$ cat src/rtl/am74ls251_scan.sv
// Scan sequencer for an am74ls251 8-to-1 mux: walks the enabled channels,
// samples y after a settle window and publishes the byte with a change mask.
module am74ls251_scan #(
    parameter int SETTLE = 2
) (
    input  logic       clk,
    input  logic       rst_,
    input  logic       start,
    input  logic       cont,
    input  logic [7:0] en,
    input  logic       y,
    output logic       a,
    output logic       b,
    output logic       c,
    output logic       s_,
    output logic       busy,
    output logic       done,
    output logic [7:0] q,
    output logic [7:0] chg
);

    typedef enum logic [1:0] {IDLE, SEL, WAIT, DONE} state_t;

    state_t     state, state_n;
    logic [2:0] ch, ch_n;
    logic [3:0] cnt, cnt_n;
    logic [7:0] msk, msk_n;
    logic [7:0] shadow, shadow_n;
    logic [7:0] q_n, chg_n;
    logic       busy_n, done_n;
    logic       capture, launch;
    logic [3:0] first_hit, next_hit;

    // Lowest set bit of m at or above lo; bit 3 of the result flags a hit.
    function automatic logic [3:0] find_ch(input logic [7:0] m, input logic [3:0] lo);
        logic [3:0] r;
        r = 4'd0;
        for (int i = 7; i >= 0; i--)
            if (m[i] && (i >= int'(lo)))
                r = {1'b1, 3'(i)};
        return r;
    endfunction

    assign first_hit = find_ch(en, 4'd0);
    assign next_hit  = find_ch(msk, {1'b0, ch} + 4'd1);

    always_comb begin
        // NOTE: every signal gets a default first so no path leaves one unassigned (no latches).
        state_n  = state;
        ch_n     = ch;
        cnt_n    = cnt;
        msk_n    = msk;
        shadow_n = shadow;
        q_n      = q;
        chg_n    = chg;
        busy_n   = busy;
        done_n   = 1'b0;
        capture  = 1'b0;
        launch   = 1'b0;

        case (state)
            IDLE: launch = start;
            SEL: begin
                if (SETTLE == 0) begin
                    capture = 1'b1;
                end else begin
                    cnt_n   = 4'(SETTLE);
                    state_n = WAIT;
                end
            end
            WAIT: begin
                cnt_n = cnt - 4'd1;
                if (cnt == 4'd1)
                    capture = 1'b1;
            end
            DONE: begin
                q_n    = shadow;
                chg_n  = shadow ^ q;
                done_n = 1'b1;
                if (cont) begin
                    launch = 1'b1;
                end else begin
                    state_n = IDLE;
                    busy_n  = 1'b0;
                end
            end
            default: state_n = IDLE;
        endcase

        // Captures chain straight into the next address so s_ stays low across channels.
        if (capture) begin
            shadow_n[ch] = y;
            if (next_hit[3]) begin
                ch_n    = next_hit[2:0];
                state_n = SEL;
            end else begin
                state_n = DONE;
            end
        end

        if (launch) begin
            msk_n    = en;
            shadow_n = 8'h00;
            busy_n   = 1'b1;
            if (first_hit[3]) begin
                ch_n    = first_hit[2:0];
                state_n = SEL;
            end else begin
                state_n = DONE;
            end
        end
    end

    // NOTE: state registers use non-blocking assignments so all flops update together.
    always_ff @(posedge clk or negedge rst_) begin
        if (!rst_) begin
            state  <= IDLE;
            ch     <= 3'd0;
            cnt    <= 4'd0;
            msk    <= 8'h00;
            shadow <= 8'h00;
            q      <= 8'h00;
            chg    <= 8'h00;
            busy   <= 1'b0;
            done   <= 1'b0;
        end else begin
            state  <= state_n;
            ch     <= ch_n;
            cnt    <= cnt_n;
            msk    <= msk_n;
            shadow <= shadow_n;
            q      <= q_n;
            chg    <= chg_n;
            busy   <= busy_n;
            done   <= done_n;
        end
    end

    assign {c, b, a} = ch;
    assign s_        = !((state == SEL) || (state == WAIT));

endmodule
$ cat config.mk
export PLATFORM = sky130hd
export DESIGN_NAME = am74ls251_scan
export DESIGN_NICKNAME = d
export VERILOG_FILES = /design/src/rtl/am74ls251_scan.sv
export SDC_FILE = /design/constraint.sdc
export NUM_CORES = 1
export LEC_CHECK = 0
export ABC_AREA = 1
export CAP_MARGIN = 0
export CORE_ASPECT_RATIO = 0.5
export CORE_MARGIN = 1.5
export CORE_UTILIZATION = 35
export CTS_CLUSTER_SIZE = 28
export DETAILED_ROUTE_END_ITERATION = 6
export PLACE_DENSITY = 0.67
export SYNTH_ARGS = -nofsm -noshare
export SYNTH_HDL_FRONTEND = slang
export SYNTH_SLANG_ARGS = --single-unit
$ cat constraint.sdc
create_clock -name clk -period 2.6 [get_ports clk]
set_clock_uncertainty 0.2 [all_clocks]
set_input_delay 0.52 -clock clk [delete_from_list [all_inputs] [get_ports clk]]
set_output_delay 0.52 -clock clk [all_outputs]
set_load 0.02 [all_outputs]
======== Word level (Yosys, flattened, before mapping) ========
Index checks and enable logic that the tools add are counted.
storage, ports and cells
  flip-flop bits (word level) ............. 43
  output and inout bits ................... 22
operators by class
  $add $sub $neg .......................... 2
  $lt $le $gt $ge ......................... 10
  equal/unequal tests ..................... 6
  mux-type cells .......................... 40
  bitwise operators ....................... 1
  reductions and logical operators ........ 18
operator list
  kind                                                                          number
  4-bit two-way mux                                                             16
  3-bit by 4-bit >= comparator with 1-bit output, first input constant          4
  8-bit two-way mux                                                             2
  3-bit two-way mux                                                             4
  2-bit two-way mux                                                             5
  1-bit logical AND                                                             9
  8-bit bitwise mux                                                             1
  1-bit by 4-bit >= comparator with 1-bit output, first input constant          2
  2-bit by 4-bit >= comparator with 1-bit output, first input constant          2
  1-bit two-way mux                                                             8
  4-bit case mux with 2 select lines                                            1
  8-bit XOR                                                                     1
  2-bit nonzero test                                                            3
  3-bit by 1-bit adder with 4-bit output, second input constant                 1
  2-bit == test, second input constant                                          2
  4-bit by 1-bit == test with 1-bit output, second input constant               1
  3-bit by 4-bit less-than comparator with 1-bit output, second input constant  1
  4-bit != test, second input constant                                          1
  2-bit case mux with 2 select lines                                            1
  2-bit AND reduction                                                           2
  4-bit nonzero test                                                            1
  4-bit by 1-bit subtractor with 4-bit output, second input constant            1
  1-bit demux with 3-bit select                                                 1
  3-bit by 1-bit >= comparator with 1-bit output, second input constant         1
  6 further kinds                                                               6

======== Longest topological paths before layout ========
  word-level depth ........................ 15
  depth in mapped cells ................... 15
  mapped depth without buffers ............ 14

======== Least setup slack after synthesis ========
OpenSTA, ideal clock, no wires.
  path type ............................... register to register
  start ................................... register ch[0]
  end ..................................... register ch[1]
  setup time .............................. 128 ps
  arrival ................................. 1700 ps
  slack ................................... 572 ps
  cell stages (with the launch flop) ...... 14
  buffers on the path ..................... 1
  clock period less this slack ............ 2028 ps
  path through ............................ dfrtp_1 -> buf_6 -> inv_1 -> ha_1 -> inv_1 -> nand3_1 -> nand3_1 -> nand2_1 -> nor2_2 -> nand2_2 -> nand2_2 -> nand2_1 -> nand3_1 -> o21ai_0
on the way
  longest elaborated chain between the ends .. 15
  elaborated cells on any way between the ends .. 29
ends and longest elaborated chain
  item                                            line  source
  from (decl)                                     25    logic [2:0] ch, ch_n;
  from (signal assigned)                          128   ch <= ch_n;
  3-bit by 1-bit adder with 4-bit output (*)      45    assign next_hit = find_ch(msk, {1'b0, ch} + 4'd1);
  3-bit by 4-bit >= comparator with 1-bit output  39    if (m[i] && (i >= int'(lo)))
  1-bit logical AND                               39
  4-bit two-way mux (7 in series)                 39
  4-bit two-way mux (*)                           39
  3-bit two-way mux (*)                           93    if (next_hit[3]) begin
  3-bit two-way mux (*)                           91    if (capture) begin
  3-bit two-way mux                               105   if (first_hit[3]) begin
  3-bit two-way mux (*)                           101   if (launch) begin
  via ch_n[1]                                     25
The timed path passes the listed nets; every way through them passes the cells marked *.
A chain may end at the register's enable or synchronous reset.

======== Worst setup path after layout ========
  start ................................... register state[0]
  end ..................................... output port s_
on the way
  longest elaborated chain between the ends .. 3
  elaborated cells on any way between the ends .. 4
ends and longest elaborated chain
  item                                                                              line  source
  from (decl)                                                                       24    state_t state, state_n;
  from (signal assigned)                                                            127   state <= state_n;
  2-bit by 1-bit == test with 1-bit output / 2-bit == test (equally long branches)  140   assign s_ = !((state == SEL) || (state == WAIT));
  1-bit logical OR (*)                                                              140
  1-bit zero test (*)                                                               140
  to (decl)                                                                         15    output logic s_,
Every way passes the cells marked *; elsewhere a longest branch is shown, timed or not.

==> results_dict.tcl <==
set metrics [dict create \
    wl_per_cell_um 11.8 \
    syn_nets 292 \
    grt_pass1_vias 1680 \
    layout-drive-gt1-share_pct 7.79 \
    ys_warn_count 0 \
    post-route-min-period_ps 2320 \
    finalSetupViolCount 0 \
    grt_pass1_wl_um 7810 \
    dr_total_vias 1850 \
    dp_slack_ps 296 \
    pwr-share-comb_pct 44.5 \
    p_sw_mw 1.22 \
    async_flop_share_pct 100 \
    gp_congestion 0.822 \
    worst_slack_ps 276 \
    clock_path_buffers 2 \
    portBuffers 34 \
    die_h_um 59.4 \
    fp-row-count 20 \
    finalSetupTns_ps 0 \
    nets 329 \
    yosysSeqAreaShare_pct 48.4 \
    clkSlewWorstSetupHoldPaths_ps 60 \
    htree_levels 2 \
    drc 0 \
    required_ps 1880 \
    syn2layout_area_growth_pct 25.9 \
    powerDensity_nw_per_um2 1060 \
    drt_iter0_markers 127 \
    grt_max_degree 27 \
    cts_made_buffers 5 \
    ioPinCount 35 \
    p_clk_share_pct 20.3 \
    slew_headroom_pct 59.0 \
    final_common_cell "nand2_1" \
    grt.overflow.total 0 \
    critPathKind "flip-flop to output port" \
    share_seq_of_total_power_pct 35.2 \
    critPathLaunchType "flip-flop" \
    drt_wl_total_um 4690 \
    insertion_delay_ps 280 \
    crit_fanout 7 \
    mostFrequentLayoutCells "nand2_1, dfrtp_1, inv_1" \
    initial_core_util_pct 36.4 \
    crit_arrival_ps 1600 \
    synth.distinct_cells 26 \
    switching_share_pct 41.1 \
    maxCapViolCount 0 \
    hpwlAfterDp_um 3490 \
    yosys_register_bits 43 \
    synth_area_um2 2220 \
    antenna_left 0 \
    vias_per_cell 4.67 \
    outcome "finished clean" \
    root_buffer "clkbuf_16" \
    cts_sinks 43 \
    hold_viol_final 0 \
    fin_util_pct 45.9 \
    fmax_ghz 0.430 \
    dieArea_um2 6870 \
    synth-main-ff-cell "dfrtp_1" \
    finalPower_mw 2.97 \
    core_region_area_um2 6110 \
    ir_worst_vdd_v 0.000314 \
    finalCritPeriodShare_pct 89.4 \
    grt_setup_unrepaired "false" \
    hold_path.class "input port to async pin" \
    synth_edf_count 0 \
    slew_viol_final 0 \
    internal_power_mw 1.75 \
    syn_area_per_cell_um2 8.24 \
    drtPass1Iterations 5 \
    tritoncts "done" \
    synth_cells 270 \
    worst_pin_slew_ps 614 \
    antenna_found_initial 0 \
    grt_usage_pct 14.7 \
    cp-end-kind "output port" \
    die_w_um 116 \
    antenna_cells 0 \
    p_leak_nw 1.35 \
]
## what timing repair did
action | CTS | global route
buffers inserted | 0 | 0
hold buffers | 0 | 0
resized for setup | 1 | 0
setup endpoints to repair | 1 | 0
## Yosys cell counts, drive strengths merged (4+ instances only)
cell type / number / area (um^2)
nand2: 74 / 290
dfrtp: 43 / 1080
inv: 35 / 131
o21ai: 33 / 169
a21oi: 13 / 68.8
nor2: 13 / 53.8
nand3: 12 / 72.6
ha: 9 / 113
xnor2: 8 / 70.1
clkbuf: 6 / 22.5
nand4: 5 / 31.3
nor4: 5 / 31.3
nor3: 4 / 20.0
## flip-flops by register name, indices dropped and copies added (netlist names)
signal / flops
ch: 3
done: 1
shadow: 8
busy: 1
msk: 8
q: 8
chg: 8
state: 2
cnt: 4
## area by class of cell
| cell class | instances | area [um^2] |
|---|---|---|
| Clock buffer | 6 | 129 |
| Fill cell | 610 | 3300 |
| Clock inverter | 2 | 12.5 |
| Inverter | 35 | 131 |
| Timing Repair Buffer | 38 | 364 |
| Multi-Input combinational cell | 184 | 978 |
| Sequential cell | 43 | 1080 |
| Tap cell | 88 | 110 |
## worst max-delay path, stage by stage, from the launching register on
cell,delay (ps)
dfrtp_1,380
inv_1,80
ha_1,390
inv_1,130
dlygate4sd2_1,340
## per-stage QoR
stage	cells	area [um^2]	hold WS (ps)
floorplan	270	2220	24.4
global placement	388	2660	266
detailed placement	388	2660	281
CTS	396	2800	54.6
global route	396	2800	67.1
finish	396	2800	34.8
## final timing paths
check,slack (ps),to,start,depth (start not counted)
setup / recovery,280,s_,state[0],4
hold / removal,30,cnt[2],rst_,1
setup reg to reg,380,ch[1],ch[0],12
hold reg to reg,290,chg[3],chg[3],2
max in group asynchronous,1600,cnt[1],rst_,2
min in group clk,290,chg[3],chg[3],2
## logic make-up after synthesis
kind of cell    synth area share (%)
simple gates                    22.4
compound gates                  12.8
buf+inv                         7.65
flops                           48.4
fa+ha+maj                       5.06
xor+xnor                        3.15
mux                            0.506
## per-layer routing
metal / routed length (um) / track usage (%) / vias to the layer above
li1: - / - / 950
met1: 2300 / 19.5 / 866
met2: 2140 / 24.0 / 32
met3: 222 / 4.60 / 2
met4: 24 / 3.31 / 0
met5: 0 / 0 / -
## power by group through the flow
stage / sequential (mW) / clock (mW) / combinational [mW]
5_1_grt: 1.08 / 0.657 / 1.49
2_1_floorplan: 1.10 / 0 / 0.858
3_3_place_gp: 1.04 / 0 / 1.30
6_report: 1.05 / 0.604 / 1.32
4_1_cts: 1.05 / 0.615 / 1.33
3_5_place_dp: 1.06 / 0 / 1.33
Power figures use the tool's default switching activity.
